$ cat src/rtl/id_ex_pipe_reg.sv
// ID/EX pipeline register with load-use hazard detection for the 5-stage MIPS core.
// Captures decoded operands/control from ID, inserts bubbles on load-use,
// branch flush, and freezes on memory hold.
// Optional: define HAZARD_STATS_EN to add saturating bubble/load-use counters.
module id_ex_pipe_reg #(
  parameter int DATA_W  = 32,
  parameter int REG_AW  = 5,
  parameter int ALUOP_W = 4
) (
  input  logic               clk,
  input  logic               rst_n,
  input  logic               Hold,
  input  logic               Flush,
  input  logic               ID_valid,
  input  logic [REG_AW-1:0]  ID_rs,
  input  logic [REG_AW-1:0]  ID_rt,
  input  logic [REG_AW-1:0]  ID_rd,
  input  logic               ID_uses_rt,
  input  logic [DATA_W-1:0]  ID_Data1,
  input  logic [DATA_W-1:0]  ID_Data2,
  input  logic [DATA_W-1:0]  ID_Imm,
  input  logic [DATA_W-1:0]  ID_PC_plus4,
  input  logic               ID_RegWrite,
  input  logic               ID_MemRead,
  input  logic               ID_MemWrite,
  input  logic               ID_MemtoReg,
  input  logic               ID_ALUSrc,
  input  logic               ID_RegDst,
  input  logic [ALUOP_W-1:0] ID_ALUOp,
  output logic               ID_EX_valid,
  output logic [REG_AW-1:0]  ID_EX_rs,
  output logic [REG_AW-1:0]  ID_EX_rt,
  output logic [REG_AW-1:0]  ID_EX_rd,
  output logic [DATA_W-1:0]  ID_EX_Data1,
  output logic [DATA_W-1:0]  ID_EX_Data2,
  output logic [DATA_W-1:0]  ID_EX_Imm,
  output logic [DATA_W-1:0]  ID_EX_PC_plus4,
  output logic               ID_EX_RegWrite,
  output logic               ID_EX_MemRead,
  output logic               ID_EX_MemWrite,
  output logic               ID_EX_MemtoReg,
  output logic               ID_EX_ALUSrc,
  output logic               ID_EX_RegDst,
  output logic [ALUOP_W-1:0] ID_EX_ALUOp,
  output logic [REG_AW-1:0]  ID_EX_Write_register,
`ifdef HAZARD_STATS_EN
  output logic [31:0]        bubble_count,
  output logic [31:0]        lu_stall_count,
`endif
  output logic               PC_Write,
  output logic               IF_ID_Write
);

  logic              lu;
  logic              ld_bubble;
  logic              lu_stall;
  logic [REG_AW-1:0] wr_reg;

  // Load in EX whose destination is read by the instruction in ID.
  assign lu = ID_valid & ID_EX_valid & ID_EX_MemRead
            & (ID_EX_Write_register != '0)
            & ((ID_EX_Write_register == ID_rs)
               | (ID_uses_rt & (ID_EX_Write_register == ID_rt)));

  // Flush outranks load-use: a wrong-path instruction never needs a stall.
  assign ld_bubble   = ~Hold & (Flush | lu);
  assign lu_stall    = ~Hold & ~Flush & lu;
  assign PC_Write    = ~Hold & ~lu_stall;
  assign IF_ID_Write = ~Hold & ~lu_stall;
  assign wr_reg      = ID_RegDst ? ID_rd : ID_rt;

  // Pipeline register: hold > bubble > load; invalid entries carry no control.
  always_ff @(posedge clk or negedge rst_n) begin
    if (!rst_n) begin
      ID_EX_valid          <= 1'b0;
      ID_EX_rs             <= '0;
      ID_EX_rt             <= '0;
      ID_EX_rd             <= '0;
      ID_EX_Data1          <= '0;
      ID_EX_Data2          <= '0;
      ID_EX_Imm            <= '0;
      ID_EX_PC_plus4       <= '0;
      ID_EX_RegWrite       <= 1'b0;
      ID_EX_MemRead        <= 1'b0;
      ID_EX_MemWrite       <= 1'b0;
      ID_EX_MemtoReg       <= 1'b0;
      ID_EX_ALUSrc         <= 1'b0;
      ID_EX_RegDst         <= 1'b0;
      ID_EX_ALUOp          <= '0;
      ID_EX_Write_register <= '0;
    end else if (!Hold) begin
      if (ld_bubble) begin
        ID_EX_valid          <= 1'b0;
        ID_EX_rs             <= '0;
        ID_EX_rt             <= '0;
        ID_EX_rd             <= '0;
        ID_EX_Data1          <= '0;
        ID_EX_Data2          <= '0;
        ID_EX_Imm            <= '0;
        ID_EX_PC_plus4       <= '0;
        ID_EX_RegWrite       <= 1'b0;
        ID_EX_MemRead        <= 1'b0;
        ID_EX_MemWrite       <= 1'b0;
        ID_EX_MemtoReg       <= 1'b0;
        ID_EX_ALUSrc         <= 1'b0;
        ID_EX_RegDst         <= 1'b0;
        ID_EX_ALUOp          <= '0;
        ID_EX_Write_register <= '0;
      end else begin
        ID_EX_valid          <= ID_valid;
        ID_EX_rs             <= ID_rs;
        ID_EX_rt             <= ID_rt;
        ID_EX_rd             <= ID_rd;
        ID_EX_Data1          <= ID_Data1;
        ID_EX_Data2          <= ID_Data2;
        ID_EX_Imm            <= ID_Imm;
        ID_EX_PC_plus4       <= ID_PC_plus4;
        ID_EX_RegWrite       <= ID_valid & ID_RegWrite;
        ID_EX_MemRead        <= ID_valid & ID_MemRead;
        ID_EX_MemWrite       <= ID_valid & ID_MemWrite;
        ID_EX_MemtoReg       <= ID_valid & ID_MemtoReg;
        ID_EX_ALUSrc         <= ID_valid & ID_ALUSrc;
        ID_EX_RegDst         <= ID_valid & ID_RegDst;
        ID_EX_ALUOp          <= ID_valid ? ID_ALUOp : '0;
        ID_EX_Write_register <= ID_valid ? wr_reg : '0;
      end
    end
  end

`ifdef HAZARD_STATS_EN
  // Saturating hazard counters; frozen with the stage during Hold.
  always_ff @(posedge clk or negedge rst_n) begin
    if (!rst_n) begin
      bubble_count   <= '0;
      lu_stall_count <= '0;
    end else begin
      if (ld_bubble && (bubble_count != 32'hFFFF_FFFF))
        bubble_count <= bubble_count + 32'd1;
      if (lu_stall && (lu_stall_count != 32'hFFFF_FFFF))
        lu_stall_count <= lu_stall_count + 32'd1;
    end
  end
`endif

endmodule
$ cat config.mk
export PLATFORM = sky130hd
export DESIGN_NAME = id_ex_pipe_reg
export DESIGN_NICKNAME = d
export VERILOG_FILES = /design/src/rtl/id_ex_pipe_reg.sv
export SDC_FILE = /design/constraint.sdc
export NUM_CORES = 1
export LEC_CHECK = 0
export CAP_MARGIN = 20
export CORE_MARGIN = 3
export CORE_UTILIZATION = 35
export CTS_CLUSTER_DIAMETER = 100
export DETAILED_ROUTE_END_ITERATION = 16
export GPL_ROUTABILITY_DRIVEN = 0
export PLACE_DENSITY = 0.77
export SETUP_SLACK_MARGIN = 0.02
export SYNTH_ARGS = -nofsm -noshare
export SYNTH_HDL_FRONTEND = slang
export SYNTH_SLANG_ARGS = --single-unit
export TNS_END_PERCENT = 30
$ cat constraint.sdc
create_clock -name clk -period 2.7 [get_ports clk]
set_clock_uncertainty 0.2 [all_clocks]
set_input_delay 0.54 -clock clk [delete_from_list [all_inputs] [get_ports clk]]
set_output_delay 0.54 -clock clk [all_outputs]
set_load 0.005 [all_outputs]
* Word-level counts from Yosys, hierarchy flattened
Cells that the tools add are included.
** Word-level totals
- Latch bits :: 0
- Input bits :: 159
- Bits in registers :: 159
- Memories kept :: 0
- Bits in read-only memories :: 0
- Word-level logic and storage cells :: 58
- Bits in writable memories :: 0
- Output and inout bits :: 161
** Operators by class
- Shifts and indexed selects :: 0
- Multiplexer cells :: 19
- Add/subtract/negate cells :: 0
- $lt $le $gt $ge :: 0
- $mul :: 0
- Bitwise operators :: 20
- Equality and inequality tests :: 2
- Divide/modulo/power cells :: 0
- Reductions and logical operators :: 1
** Operators with widths (number)
- 2-to-1 mux 32 bit :: 4
- 2-to-1 mux 5 bit :: 6
- bitwise AND 1 bit :: 15
- == test 5 bit :: 2
- 2-to-1 mux 4 bit :: 2
- 2-to-1 mux 1 bit :: 7
- nonzero test 5 bit :: 1
- inverter 1 bit :: 3
- bitwise OR 1 bit :: 2

* Longest topological paths before layout
- Word-level depth :: 7
- Gate-level depth with buffers :: 7
- Mapped depth without buffers :: 4

* Worst setup path after synthesis
OpenSTA, ideal clock, no wires.
- Path kind :: flip-flop to output port
- Start :: register ID_EX_Write_register[1]
- End :: output port PC_Write
- Data required time :: 1960 ps
- Slack :: 79 ps
- Data arrival time :: 1881 ps
- Stages on the path, launching flop included :: 8
- Path through :: dfrtp_1 -> or4_1 -> o21ai_2 -> buf_4 -> buf_4 -> nor2_1 -> a21oi_1 -> buf_4
** Between the ends
- Longest elaborated chain between the ends :: 7
- Elaborated cells between the ends (all ways) :: 10
- Classes of those cells :: 2 x eq/ne; 7 x bitwise; 1 x reduce/logical
** RTL lines
- start, declared :: RTL line 45 : output logic [REG_AW-1:0] ID_EX_Write_register,
- start signal, assigned :: RTL line 125 : ID_EX_Write_register <= ID_valid ? wr_reg : '0;
- == test 5 bit :: RTL line 63 : | (ID_uses_rt & (ID_EX_Write_register == ID_rt)));
- bitwise AND 1 bit :: RTL line 63
- bitwise OR 1 bit :: RTL line 63
- bitwise AND 1 bit * :: RTL line 62 : & ((ID_EX_Write_register == ID_rs)
- bitwise AND 1 bit * :: RTL line 67 : assign lu_stall = ~Hold & ~Flush & lu;
- inverter 1 bit *
- bitwise AND 1 bit *
- end, declared :: RTL line 50 : output logic PC_Write,
Every way passes the cells marked *; elsewhere a longest branch is shown, timed or not.

* Final worst setup path
- Start :: input port ID_rt[1]
- End :: output port PC_Write
** Between the ends
- Longest elaborated chain between the ends :: 7
** RTL lines
- start, declared :: RTL line 16 : input logic [REG_AW-1:0] ID_rt,
- == test 5 bit :: RTL line 63
- bitwise AND 1 bit :: RTL line 63
- bitwise OR 1 bit :: RTL line 63
- bitwise AND 1 bit :: RTL line 62
- bitwise AND 1 bit :: RTL line 67
- inverter 1 bit :: RTL line 68 : assign PC_Write = ~Hold & ~lu_stall;
- bitwise AND 1 bit :: RTL line 68
No other way between the ends.

==> run summary <==
Hold WC Path Type -> flip-flop to flip-flop
Post-layout min period -> 2.68 ns
Max rail drop VDD -> 340 uV
Worst slew pin tran -> 0.853 ns
Dpl ws -> -0.410 ns
Synth top area share -> 0.541
Clk buf depth -> 2
Layout Utilization -> 0.559
Ports -> 320
PnR worst setup slack -> 0.0191 ns
DR pass1 iterations -> 5
Critical path arrival -> 1.94 ns
Final Cycle Share -> 0.993
Starting Density -> 0.360
Die Height -> 151 um
Initial antenna violation count -> 0
Status -> complete, no violations
Max-Cap Viols -> 0
Final #Nets -> 1190
Max-slew headroom -> 0.431
Skew-Pair Late Insertion Delay -> 0.41 ns
First-pass GRT wire length -> 36900 um
Sequential area share after synthesis -> 0.541
FILL cells -> 1800
CTS Sinks -> 159
Cell area after synthesis -> 7360 um^2
Unrepaired setup endpoints after global routing -> yes
Commonest non-fill, non-tap cells in the layout -> 314 x clkdlybuf4s50_1, 161 x nand2_1, 159 x dfrtp_1, 158 x a32oi_1, 128 x o21ai_0
Post-DP HPWL -> 15300 um
Commonest non-fill, non-tap cell in the layout -> clkdlybuf4s50_1
Cell Chain, Critical Path -> clkdlybuf4s50_1 > xnor2_1 > nand4_1 > o22ai_4 > a21oi_2 > buf_2
Cell Rows -> 52
XOR/XNOR share of the synthesized area -> 0.0119
Setup violators final -> 0
Reg clk slew, reported paths -> 0.06 ns
CTS tree -> built
Routed Antenna Nets -> 0
Critical path type -> input pin to output pin
Post-Syn Nets -> 911
Syn Inst Count -> 752
Synth unique cells -> 20
Avg Cell Area, Syn -> 9.78 um^2
Core region area -> 20400 um^2
Clk root buf -> clkbuf_16
CP required -> 1.96 ns
Vias/cell -> 5.55
Placed instance count -> 1280
CP peak stage delay -> 0.57 ns
Final Hold Vio Count -> 0
Element type at the critical path end -> output pin
Worst-path maximum fanout -> 4
Post-synthesis register bit count -> 159
Slew Limit Fails -> 0
Post-route cell area -> 11400 um^2
Via count -> 7299
Port buffer count -> 319
Synth area leaders -> dfrtp_1 54%, a32oi_1 19%, o21ai_0 8.7%, nand2_1 8.2%, clkbuf_1 3.7%
Startpoint types -> input pin
Synth warn -> 0
DIE WIDTH -> 151 um
Leading area contributor after synthesis -> dfrtp_1
Synth Area in Compound Gates -> 0.300
# diodes -> 0
Layout cells sized above 1 -> 0.0718
Post-synthesis simple-gate area fraction -> 0.0874
Routed wire length -> 24000 um
Worst path slowest cell -> clkdlybuf4s50_1
Largest family of logic cells by synthesized area -> compound AO/OA/AOI/OAI gates
CP bufs+invs -> 2
H-tree Lvls -> 4
DP Area -> 10800 um^2
Largest net degree at the start of global routing -> 160
Wirelength per Cell -> 18.3 um
CTS Buf Count -> 17
Pwr/cell area -> 590 nW/um^2
Crit-path leading delay family -> buffers and inverters
Layout area overhead -> 55.3%
Final Power -> 6.74 mW
Drt initial violations -> 522
Gr usage total -> 0.200
Adder and majority cell fraction of the synthesized area -> 0
Leak pwr -> 4.33 nW
DR DRC count -> 0
Number of global-route vias before repair -> 6837
Final instance count without filler cells -> 1314
Gr ovfl total -> 0
Multiplexer share of the synthesized area -> 0.00765
Die area -> 22800 um^2
Fmax -> 373 MHz
-- sequential cells by signal, indices dropped and copies added (netlist names) --
signal and flops:
ID_EX_MemtoReg 1, ID_EX_Imm 32, ID_EX_RegDst 1, ID_EX_valid 1
ID_EX_RegWrite 1, ID_EX_ALUSrc 1, ID_EX_rd 5, ID_EX_rt 5
ID_EX_rs 5, ID_EX_Data2 32, ID_EX_MemRead 1, ID_EX_ALUOp 4
ID_EX_Data1 32, ID_EX_MemWrite 1, ID_EX_Write_register 5, ID_EX_PC_plus4 32
-- metal layers --
metal | wire length (um) | part of all wire | track usage
met5 | 0 | 0 | 0
met4 | 414 | 0.017 | 0.0490
met3 | 2090 | 0.087 | 0.0634
met2 | 11800 | 0.49 | 0.322
met1 | 9740 | 0.40 | 0.263
-- power by group --
part | switching, mW | total (mW) | leakage [nW] | internal, mW
clock network | 1.04 | 2.29 | 0.270 | 1.25
registers | 0.172 | 2.85 | 1.97 | 2.67
logic | 0.656 | 1.60 | 2.09 | 0.943
-- timing repair --
item | CTS | global route
setup buffers | 0 | 1
setup endpoints to repair | 2 | 49
hold endpoints to repair | 36 | 0
hold buffers | 1 | 0
resized for setup | 11 | 3
pin swaps | 4 | 3
-- per-stage QoR --
step                      setup TNS (ns)  hold WS, ns
after global routing             -0.0698        0.312
final                                  0        0.288
after CTS                       -0.00544        0.292
after global placement            -37.28        0.269
after detailed placement          -43.40        0.277
after floorplan                        0       0.0444
-- logic make-up (layout without fill, tap and decap cells) --
kind of cell / count (synthesis) / count (layout)
xor+xnor: 10 / 10
compound gates: 321 / 321
simple gates: 168 / 168
mux: 5 / 5
flops: 159 / 159
buf+inv: 89 / 381
-- tightest hold or removal path, stage by stage, from the launching register on --
cell and delay [ns]:
dfrtp_1 0.34, a32oi_1 0.05, o21ai_0 0.06
-- layout make-up --
class                   instances  area, um^2  share of cell area
well taps                     270         338              0.0296
repair buffers                349        3520               0.308
multi-input cells             504        3030               0.265
clock buffers                  20         457              0.0400
flip-flops and latches        159        3980               0.348
clock inverters                12         101             0.00887
-- final timing paths --
check,start,endpoint,slack (ns),depth (start not counted)
worst min register to register,ID_EX_rt[3]$_DFFE_PN0N_,ID_EX_rt[3]$_DFFE_PN0N_,0.29,2
max in group asynchronous,rst_n,ID_EX_Data1[6]$_DFFE_PN0N_,1.19,3
worst max-delay path,ID_rt[1],PC_Write,0.02,6
worst min-delay path,ID_EX_rt[3]$_DFFE_PN0N_,ID_EX_rt[3]$_DFFE_PN0N_,0.29,2
worst max register to register,ID_EX_Write_register[1]$_DFFE_PN0N_,ID_EX_Data1[25]$_DFFE_PN0N_,0.10,7
min in group asynchronous,rst_n,ID_EX_Imm[20]$_DFFE_PN0N_,0.41,2
-- Yosys cell counts --
cell type / n
nand2_1: 161
dfrtp_1: 159
a32oi_1: 158
o21ai_0: 128
clkbuf_1: 72
o21ai_1: 31
buf_4: 12
xnor2_1: 10
buf_2: 5
mux2_2: 5
nor2_1: 2
a21oi_1: 1
a22oi_1: 1
and2_0: 1
and3_1: 1
nand3_1: 1
nand4_1: 1
o21ai_2: 1
o22ai_1: 1
or4_1: 1
No activity file was read; power rests on OpenSTA's default activity.
